**config.mk**
```make
export PLATFORM = sky130hd
export DESIGN_NAME = prog_seq_ctrl_flat
export DESIGN_NICKNAME = d
export VERILOG_FILES = /design/src/rtl/prog_seq_ctrl_if.sv /design/src/rtl/prog_seq_ctrl.sv /design/src/flat_wrapper.sv
export SDC_FILE = /design/constraint.sdc
export NUM_CORES = 1
export LEC_CHECK = 0
export CAP_MARGIN = 20
export CORE_MARGIN = 2
export CORE_UTILIZATION = 60
export DETAILED_ROUTE_END_ITERATION = 16
export DONT_BUFFER_PORTS = 1
export PLACE_DENSITY = 0.76
export SYNTH_ARGS = -nofsm -noshare
export SYNTH_HDL_FRONTEND = slang
export SYNTH_SLANG_ARGS = --single-unit
export TNS_END_PERCENT = 30
```
**constraint.sdc**
```tcl
create_clock -name c -period 2.26 [get_ports c]
set_clock_uncertainty 0.15 [all_clocks]
set_input_delay 0.339 -clock c [delete_from_list [all_inputs] [get_ports c]]
set_output_delay 0.339 -clock c [all_outputs]
set_load 0.05 [all_outputs]
```
**src/rtl/prog_seq_ctrl_if.sv**
```systemverilog
// Program-counter / ROM bus between the sequencer (master) and the up-down
// program counter plus combinational program ROM (slave).
interface prog_seq_ctrl_if #(
  parameter int DW  = 4,
  parameter int OPW = 4
);
  logic [OPW+DW-1:0] instr;
  logic              pc_ovf;
  logic              pc_en;
  logic              pc_ld;
  logic              pc_dir;
  logic [DW-1:0]     pc_in;
  logic              pc_clr;

  modport master (
    input  instr,
    input  pc_ovf,
    output pc_en,
    output pc_ld,
    output pc_dir,
    output pc_in,
    output pc_clr
  );

  modport slave (
    output instr,
    output pc_ovf,
    input  pc_en,
    input  pc_ld,
    input  pc_dir,
    input  pc_in,
    input  pc_clr
  );
endinterface

```
**src/rtl/prog_seq_ctrl.sv**
```systemverilog
// Two-cycle FETCH/EXEC sequencer for a small ADD/JMP instruction set; drives the
// external program counter and presents accumulator results to the display stage.
module prog_seq_ctrl #(
  parameter int DW  = 4,
  parameter int OPW = 4
) (
  input  logic            c,
  input  logic            clr,
  input  logic            run,
  prog_seq_ctrl_if.master pcb,
  output logic [DW-1:0]   acc,
  output logic            cy,
  output logic            zf,
  output logic [DW-1:0]   out_data,
  output logic            out_vld,
  output logic            halted,
  output logic            wrapped
);

  localparam int IW = OPW + DW;

  localparam logic [OPW-1:0] OP_NOP = OPW'(0);
  localparam logic [OPW-1:0] OP_LDI = OPW'(1);
  localparam logic [OPW-1:0] OP_ADD = OPW'(2);
  localparam logic [OPW-1:0] OP_JMP = OPW'(3);
  localparam logic [OPW-1:0] OP_JC  = OPW'(4);
  localparam logic [OPW-1:0] OP_JZ  = OPW'(5);
  localparam logic [OPW-1:0] OP_OUT = OPW'(6);
  localparam logic [OPW-1:0] OP_HLT = {OPW{1'b1}};

  typedef enum logic [1:0] {
    S_IDLE,
    S_FETCH,
    S_EXEC,
    S_HALT
  } state_t;

  state_t          state_reg, state_next;
  logic [IW-1:0]   ir_reg, ir_next;
  logic [DW-1:0]   acc_reg, acc_next;
  logic            cy_reg, cy_next;
  logic            zf_reg, zf_next;
  logic [DW-1:0]   out_data_reg, out_data_next;
  logic            out_vld_reg, out_vld_next;
  logic            wrapped_reg, wrapped_next;

  logic            step_en;
  logic            jump_ld;
  logic            hold_clr;

  logic [OPW-1:0]  op;
  logic [DW-1:0]   k;
  logic [DW:0]     add_sum;

  assign op      = ir_reg[IW-1:DW];
  assign k       = ir_reg[DW-1:0];
  assign add_sum = {1'b0, acc_reg} + {1'b0, k};

  always_ff @(posedge c) begin
    if (clr) begin
      state_reg    <= S_IDLE;
      ir_reg       <= '0;
      acc_reg      <= '0;
      cy_reg       <= 1'b0;
      zf_reg       <= 1'b0;
      out_data_reg <= '0;
      out_vld_reg  <= 1'b0;
      wrapped_reg  <= 1'b0;
    end else begin
      state_reg    <= state_next;
      ir_reg       <= ir_next;
      acc_reg      <= acc_next;
      cy_reg       <= cy_next;
      zf_reg       <= zf_next;
      out_data_reg <= out_data_next;
      out_vld_reg  <= out_vld_next;
      wrapped_reg  <= wrapped_next;
    end
  end

  always_comb begin
    state_next    = state_reg;
    ir_next       = ir_reg;
    acc_next      = acc_reg;
    cy_next       = cy_reg;
    zf_next       = zf_reg;
    out_data_next = out_data_reg;
    out_vld_next  = 1'b0;
    step_en       = 1'b0;
    jump_ld       = 1'b0;
    hold_clr      = 1'b0;

    unique case (state_reg)
      S_IDLE: begin
        hold_clr = !run;
        if (run) begin
          state_next = S_FETCH;
        end
      end

      S_FETCH: begin
        ir_next    = pcb.instr;
        state_next = S_EXEC;
      end

      S_EXEC: begin
        state_next = S_FETCH;
        step_en    = 1'b1;
        // zf only moves when acc is written, so JZ sees the flag of the last LDI/ADD
        unique case (op)
          OP_LDI: begin
            acc_next = k;
            zf_next  = (k == '0);
          end
          OP_ADD: begin
            {cy_next, acc_next} = add_sum;
            zf_next             = (add_sum[DW-1:0] == '0);
          end
          OP_JMP: begin
            step_en = 1'b0;
            jump_ld = 1'b1;
          end
          OP_JC: begin
            step_en = !cy_reg;
            jump_ld = cy_reg;
          end
          OP_JZ: begin
            step_en = !zf_reg;
            jump_ld = zf_reg;
          end
          OP_OUT: begin
            out_data_next = acc_reg;
            out_vld_next  = 1'b1;
          end
          OP_HLT: begin
            step_en    = 1'b0;
            state_next = S_HALT;
          end
          OP_NOP:  ;
          default: ;
        endcase
      end

      S_HALT: ;

      default: state_next = S_IDLE;
    endcase

    // Only a sequential step past the top address counts as a wrap, never a load
    wrapped_next = wrapped_reg | (step_en & pcb.pc_ovf);
  end

  assign pcb.pc_en  = step_en;
  assign pcb.pc_ld  = jump_ld;
  assign pcb.pc_dir = 1'b0;
  assign pcb.pc_in  = k;
  assign pcb.pc_clr = hold_clr;

  assign acc      = acc_reg;
  assign cy       = cy_reg;
  assign zf       = zf_reg;
  assign out_data = out_data_reg;
  assign out_vld  = out_vld_reg;
  assign halted   = (state_reg == S_HALT);
  assign wrapped  = wrapped_reg;

endmodule

```
**src/flat_wrapper.sv**
```systemverilog
// flat-port wrapper written by rule: the top's interface ports become plain ports
module prog_seq_ctrl_flat 
#(
  parameter int DW  = 4,
  parameter int OPW = 4
)
  (c, clr, run, acc, cy, zf, out_data, out_vld, halted, wrapped, pcb_instr, pcb_pc_ovf, pcb_pc_en, pcb_pc_ld, pcb_pc_dir, pcb_pc_in, pcb_pc_clr);
  prog_seq_ctrl_if #(.DW(DW), .OPW(OPW)) pcb_i ();
  input  logic c;
  input  logic clr;
  input  logic run;
  output logic [DW-1:0] acc;
  output logic cy;
  output logic zf;
  output logic [DW-1:0] out_data;
  output logic out_vld;
  output logic halted;
  output logic wrapped;
  input wire logic [$bits(pcb_i.instr)-1:0] pcb_instr;
  input wire logic [$bits(pcb_i.pc_ovf)-1:0] pcb_pc_ovf;
  output wire logic [$bits(pcb_i.pc_en)-1:0] pcb_pc_en;
  output wire logic [$bits(pcb_i.pc_ld)-1:0] pcb_pc_ld;
  output wire logic [$bits(pcb_i.pc_dir)-1:0] pcb_pc_dir;
  output wire logic [$bits(pcb_i.pc_in)-1:0] pcb_pc_in;
  output wire logic [$bits(pcb_i.pc_clr)-1:0] pcb_pc_clr;
  assign pcb_i.instr = pcb_instr;
  assign pcb_i.pc_ovf = pcb_pc_ovf;
  assign pcb_pc_en = pcb_i.pc_en;
  assign pcb_pc_ld = pcb_i.pc_ld;
  assign pcb_pc_dir = pcb_i.pc_dir;
  assign pcb_pc_in = pcb_i.pc_in;
  assign pcb_pc_clr = pcb_i.pc_clr;
  prog_seq_ctrl #(.DW(DW), .OPW(OPW)) u_core (.c(c), .clr(clr), .run(run), .pcb(pcb_i), .acc(acc), .cy(cy), .zf(zf), .out_data(out_data), .out_vld(out_vld), .halted(halted), .wrapped(wrapped));
endmodule
```
# == Word-level counts from Yosys, hierarchy flattened ==
# Index checks and enable logic that the tools add are counted.
# op_classes
add_sub_neg,1
eq_ne,11
n_mux,11
bitwise_logic,3
n_reduce_logical,14
# op_table
op,count
$eq 4x3->1 const B,3
$eq 4x2->1 const B,2
$logic_not 4->1,2
$pmux 4 s2,1
$reduce_and 2->1,4
$pmux 1 s3,2
$pmux 2 s3,1
$add 4x4->5,1
$eq 2x2->1 const B,2
$eq 4x1->1 const B,1
$eq 4x4->1 const B,1
$mux 1,4
$mux 2,2
$reduce_or 2->1,2
$logic_not 1->1,3
$reduce_bool 3->1,1
$eq 2x1->1 const B,1
$logic_not 2->1,1
$ne 2x2->1 const B,1
$pmux 1 s2,1
$reduce_bool 2->1,1
$and 1x1->1,1
$not 1->1,1
$or 1x1->1,1
# word_totals
reg_bits,22
inputBits,12
wordCells,48

# == Depth between registers and ports, before layout ==
# logic_depth
word_depth,6
mapped_depth,7
depth_no_buf,7

# == Least setup slack after synthesis ==
# OpenSTA, ideal clock, no wires.
# synth_path
path_kind,reg-to-output
startpoint,"reg u_core.zf_reg, in the netlist u_core.zf"
endpoint,out pcb_pc_ld
arrival_time_ns,2.092
required_time_ns,1.771
path_slack_ns,-0.321
path_stages_with_launch,5
path_cell_list,dfxtp_1 -> nand3b_1 -> a21oi_1 -> mux2i_1 -> nor3_1
# synth_via
elab_chain_cells,2
# synth_rtl
element,line,text
"start, declared",prog_seq_ctrl.sv:42,"logic zf_reg, zf_next;"
"start signal, assigned",prog_seq_ctrl.sv:74,zf_reg <= zf_next;
$pmux 1 s3,prog_seq_ctrl.sv:110,unique case (op)
$mux 1,prog_seq_ctrl.sv:93,unique case (state_reg)
"end, declared",flat_wrapper.sv:22,output wire logic [$bits(pcb_i.pc_ld)-1:0] pcb_pc_ld;
# No other way between the ends.

# == Worst setup path after layout ==
# layout_path
startpoint,reg u_core.ir_reg[4]
endpoint,out pcb_pc_ld
# layout_via
elab_chain_cells,3
elab_cells_between_ends,5
cone_classes,3 x eq/ne; 2 x mux
# layout_rtl
element,line,text
"start, declared",prog_seq_ctrl.sv:39,"logic [IW-1:0] ir_reg, ir_next;"
"start signal, assigned",prog_seq_ctrl.sv:71,ir_reg <= ir_next;
$eq 4x3->1 / $eq 4x2->1 (equally long branches),prog_seq_ctrl.sv:110,
$pmux 1 s3 *,prog_seq_ctrl.sv:110,
$mux 1 *,prog_seq_ctrl.sv:93,
# Every way passes the cells marked *; elsewhere a longest branch is shown, timed or not.

==> qor.txt <==
Status - completed
Final instance area - 1404 µm²
Via count - 989
Min-delay worst type - in2reg
Crit-path max FO - 9
Hold Vio Cnt, Final - 0
Layout net count - 167
Placed Area - 1339 µm²
CTS Buffer Depth - 2
DR vias/cell - 5.784
DRC violations left - 0
Cts bufs inserted - 3
Mapped Area - 1267 µm²
Layout area overhead - 10.76%
Slew @ Worst Pin - 0.7660 ns
Clock sinks - 22
Unrepaired setup endpoints after global routing - false
Endpoint type of the worst setup path - output port
Net Sw Frac - 0.2897
Area leader, netlist - dfxtp_1
Reg clk slew, reported paths - 0.13 ns
P_int - 0.0006574 W
HPWL after detailed placement - 1847 µm
All-Layer GR Usage - 0.2148
Sequential area share after synthesis - 0.3475
GP Congestion - 0.9168
R2r setup slk - 0.15 ns
PwrDens - 659.3 nW/µm²
Startpoint Class - flip-flop
Setup Viol. Count Final - 0
Max-cap violations - 0
CTS tree - built
Worst vdd ir - 0.6196 mV
Final Slew Violations - 0
Ports - 33
Netlist cell types - 42
Synth Area in Compound Gates - 0.1244
Tcrit/Tclk final - 0.9386
WS Path Type - reg2out
Slew headroom - 0.4877
Clk network pwr share - 0.326
Die X - 49.96 µm
Post-Syn Instances - 137
Largest family of logic cells by synthesized area - simple AND/OR/NAND/NOR gates
Hold EP - u_core.ir_reg[3]$_SDFFE_PP0N_
Minimum clock period - 2.121 ns
Largest net degree at the start of global routing - 22
Fmax - 0.4714 GHz
Clock latency on the worst-skew pair - 0.31 ns
FF+latch count, synth - 22
Dominant cells by area after synthesis - dfxtp_1, mux2i_1, ha_1, nor2_1, buf_4
Seq pwr share - 0.474
CP required - 1.77 ns
Die area - 2496 µm²
Core Footprint - 1982 µm²
Post-synthesis simple-gate area fraction - 0.1984
EDFF count, synth - 0
Leakage - 0.6113 nW
Worst r2r src - u_core.ir_reg[2]$_SDFFE_PP0N_
Routed len/inst - 15.18 µm
Finished Layout Cells - 171
Syn. warnings - 0
Post-synthesis xor/xnor area fraction - 0.01382
Area share of the largest cell type after synthesis - 0.3475
Routed WL - 2595 µm
Hold path depth - 2
Synth top cells by count - dfxtp_1, nor2_1, mux2i_1
Antenna diode count - 0
Dpl cells - 166
Ys flop type - dfxtp_1
Std cell rows - 16
Dpl ws - 0.2373 ns
Gr ovfl total - 0
Max reg flops - 8
Most common cell in the netlist - dfxtp_1
Total power - 0.0009255 W
Routed Antenna Nets - 0
Post-synthesis mux area share - 0.1273
Die H - 49.96 µm
Mean Syn Cell Area - 9.252 µm²
Fin worst setup slack - 0.1388 ns
Layout cells sized above 1 - 0.1806
IO buf count - 0
H-tree levels - 1
Pre-Repair DR Iteration Count - 4
Combinational Power Share - 0.199
Initial antenna violation count - 0
Synthesized Nets - 159
R2r worst-path depth - 5
Drt initial violations - 22
First-pass GRT wire length - 4167 µm
CTS Root Buffer Type - clkbuf_4
Post-synthesis adder-cell area fraction - 0.1046
Vias in the first global route - 970
Arr. time, crit path - 1.63 ns
Initial Util - 0.6395
Hold_sp - pcb_instr[3]
Ys async rst share - 0
Worst reg2reg path endpoint - u_core.zf$_SDFFE_PP0P_
Psw - 0.0002681 W
## worst max-delay path, stage by stage (launching register included)
cell and delay (ns):
dfxtp_1 0.59, nand2_1 0.12, mux2_2 0.29, nor3_2 0.10
buf_4 0.21
## per-stage QoR
step                hold slack [ns]  TNS [ns]  utilization
floorplan                    0.2611  -0.06034            -
global placement             0.2621         0       0.6755
detailed placement           0.2636         0       0.6755
CTS                         0.01454         0       0.7071
global route                0.02552         0       0.7083
finish                      0.02208         0       0.7083
## layout make-up
class | instances | area (µm²)
clock buffer | 3 | 22.52
clock inverter | 1 | 30.03
fill | 154 | 578.1
inverter | 8 | 30.03
multi-input combinational | 95 | 729.5
sequential | 22 | 442.9
tap | 27 | 33.78
timing repair buffer | 15 | 115.1
## repair_timing
| item | CTS | global route |
|---|---|---|
| setup endpoints to repair | 0 | 2 |
| resized for setup | 0 | 2 |
| hold buffers | 1 | 0 |
| endpoints found under the hold margin | 21 | 0 |
| buffers inserted | 0 | 0 |
## cell families (layout without fill, tap and decap cells)
group           count (synthesis)  after routing
fa+ha+maj                      10             10
mux                            16             16
buf+inv                        20             27
other cells                     1              1
compound gates                 22             22
simple gates                   44             44
xor+xnor                        2              2
flops                          22             22
## how the worst max path moves through the flow
| stage | cells after the start | slack (ns) | end | startpoint |
|---|---|---|---|---|
| after floorplan | 5 | -0.06 | u_core.zf$_SDFFE_PP0P_ | u_core.acc[2]$_SDFFE_PP0P_ |
| after global placement | 5 | 0.30 | u_core.zf$_SDFFE_PP0P_ | u_core.ir_reg[2]$_SDFFE_PP0N_ |
| after detailed placement | 5 | 0.24 | u_core.zf$_SDFFE_PP0P_ | u_core.ir_reg[2]$_SDFFE_PP0N_ |
| after CTS | 4 | 0.05 | pcb_pc_en | u_core.ir_reg[6]$_SDFFE_PP0N_ |
| after global routing | 4 | 0.05 | pcb_pc_ld | u_core.ir_reg[4]$_SDFFE_PP0N_ |
| final | 4 | 0.14 | pcb_pc_ld | u_core.ir_reg[4]$_SDFFE_PP0N_ |
## per-layer routing
metal  track usage  part of all wire  up-vias
met1        0.2316              0.42      472
met5             0                 0        -
met2        0.4022              0.53       24
met3       0.04242             0.039        4
li1              -                 -      489
met4       0.08796             0.010        0
## placed cells by master (no fill, tap or decap), types with 3 or more instances in the layout
| master | synthesis | layout |
|---|---|---|
| ha_1 | 9 | 9 |
| nand2b_1 | 6 | 6 |
| nor2_1 | 18 | 18 |
| nand3_1 | 3 | 3 |
| buf_4 | 5 | 14 |
| dfxtp_1 | 22 | 20 |
| inv_1 | 8 | 8 |
| mux2i_1 | 15 | 15 |
| a21oi_1 | 6 | 6 |
| clkbuf_4 | 0 | 3 |
| o21ai_0 | 4 | 4 |
## power by group through the flow
stage               clock network (W)  logic (W)  registers (W)
finish                       0.000302   0.000185       0.000439
global route                 0.000318   0.000199       0.000443
CTS                          0.000306   0.000185       0.000438
detailed placement                  0   0.000175       0.000446
global placement                    0   0.000172       0.000445
floorplan                           0   0.000169       0.000433
No activity file was read; power rests on OpenSTA's default activity.
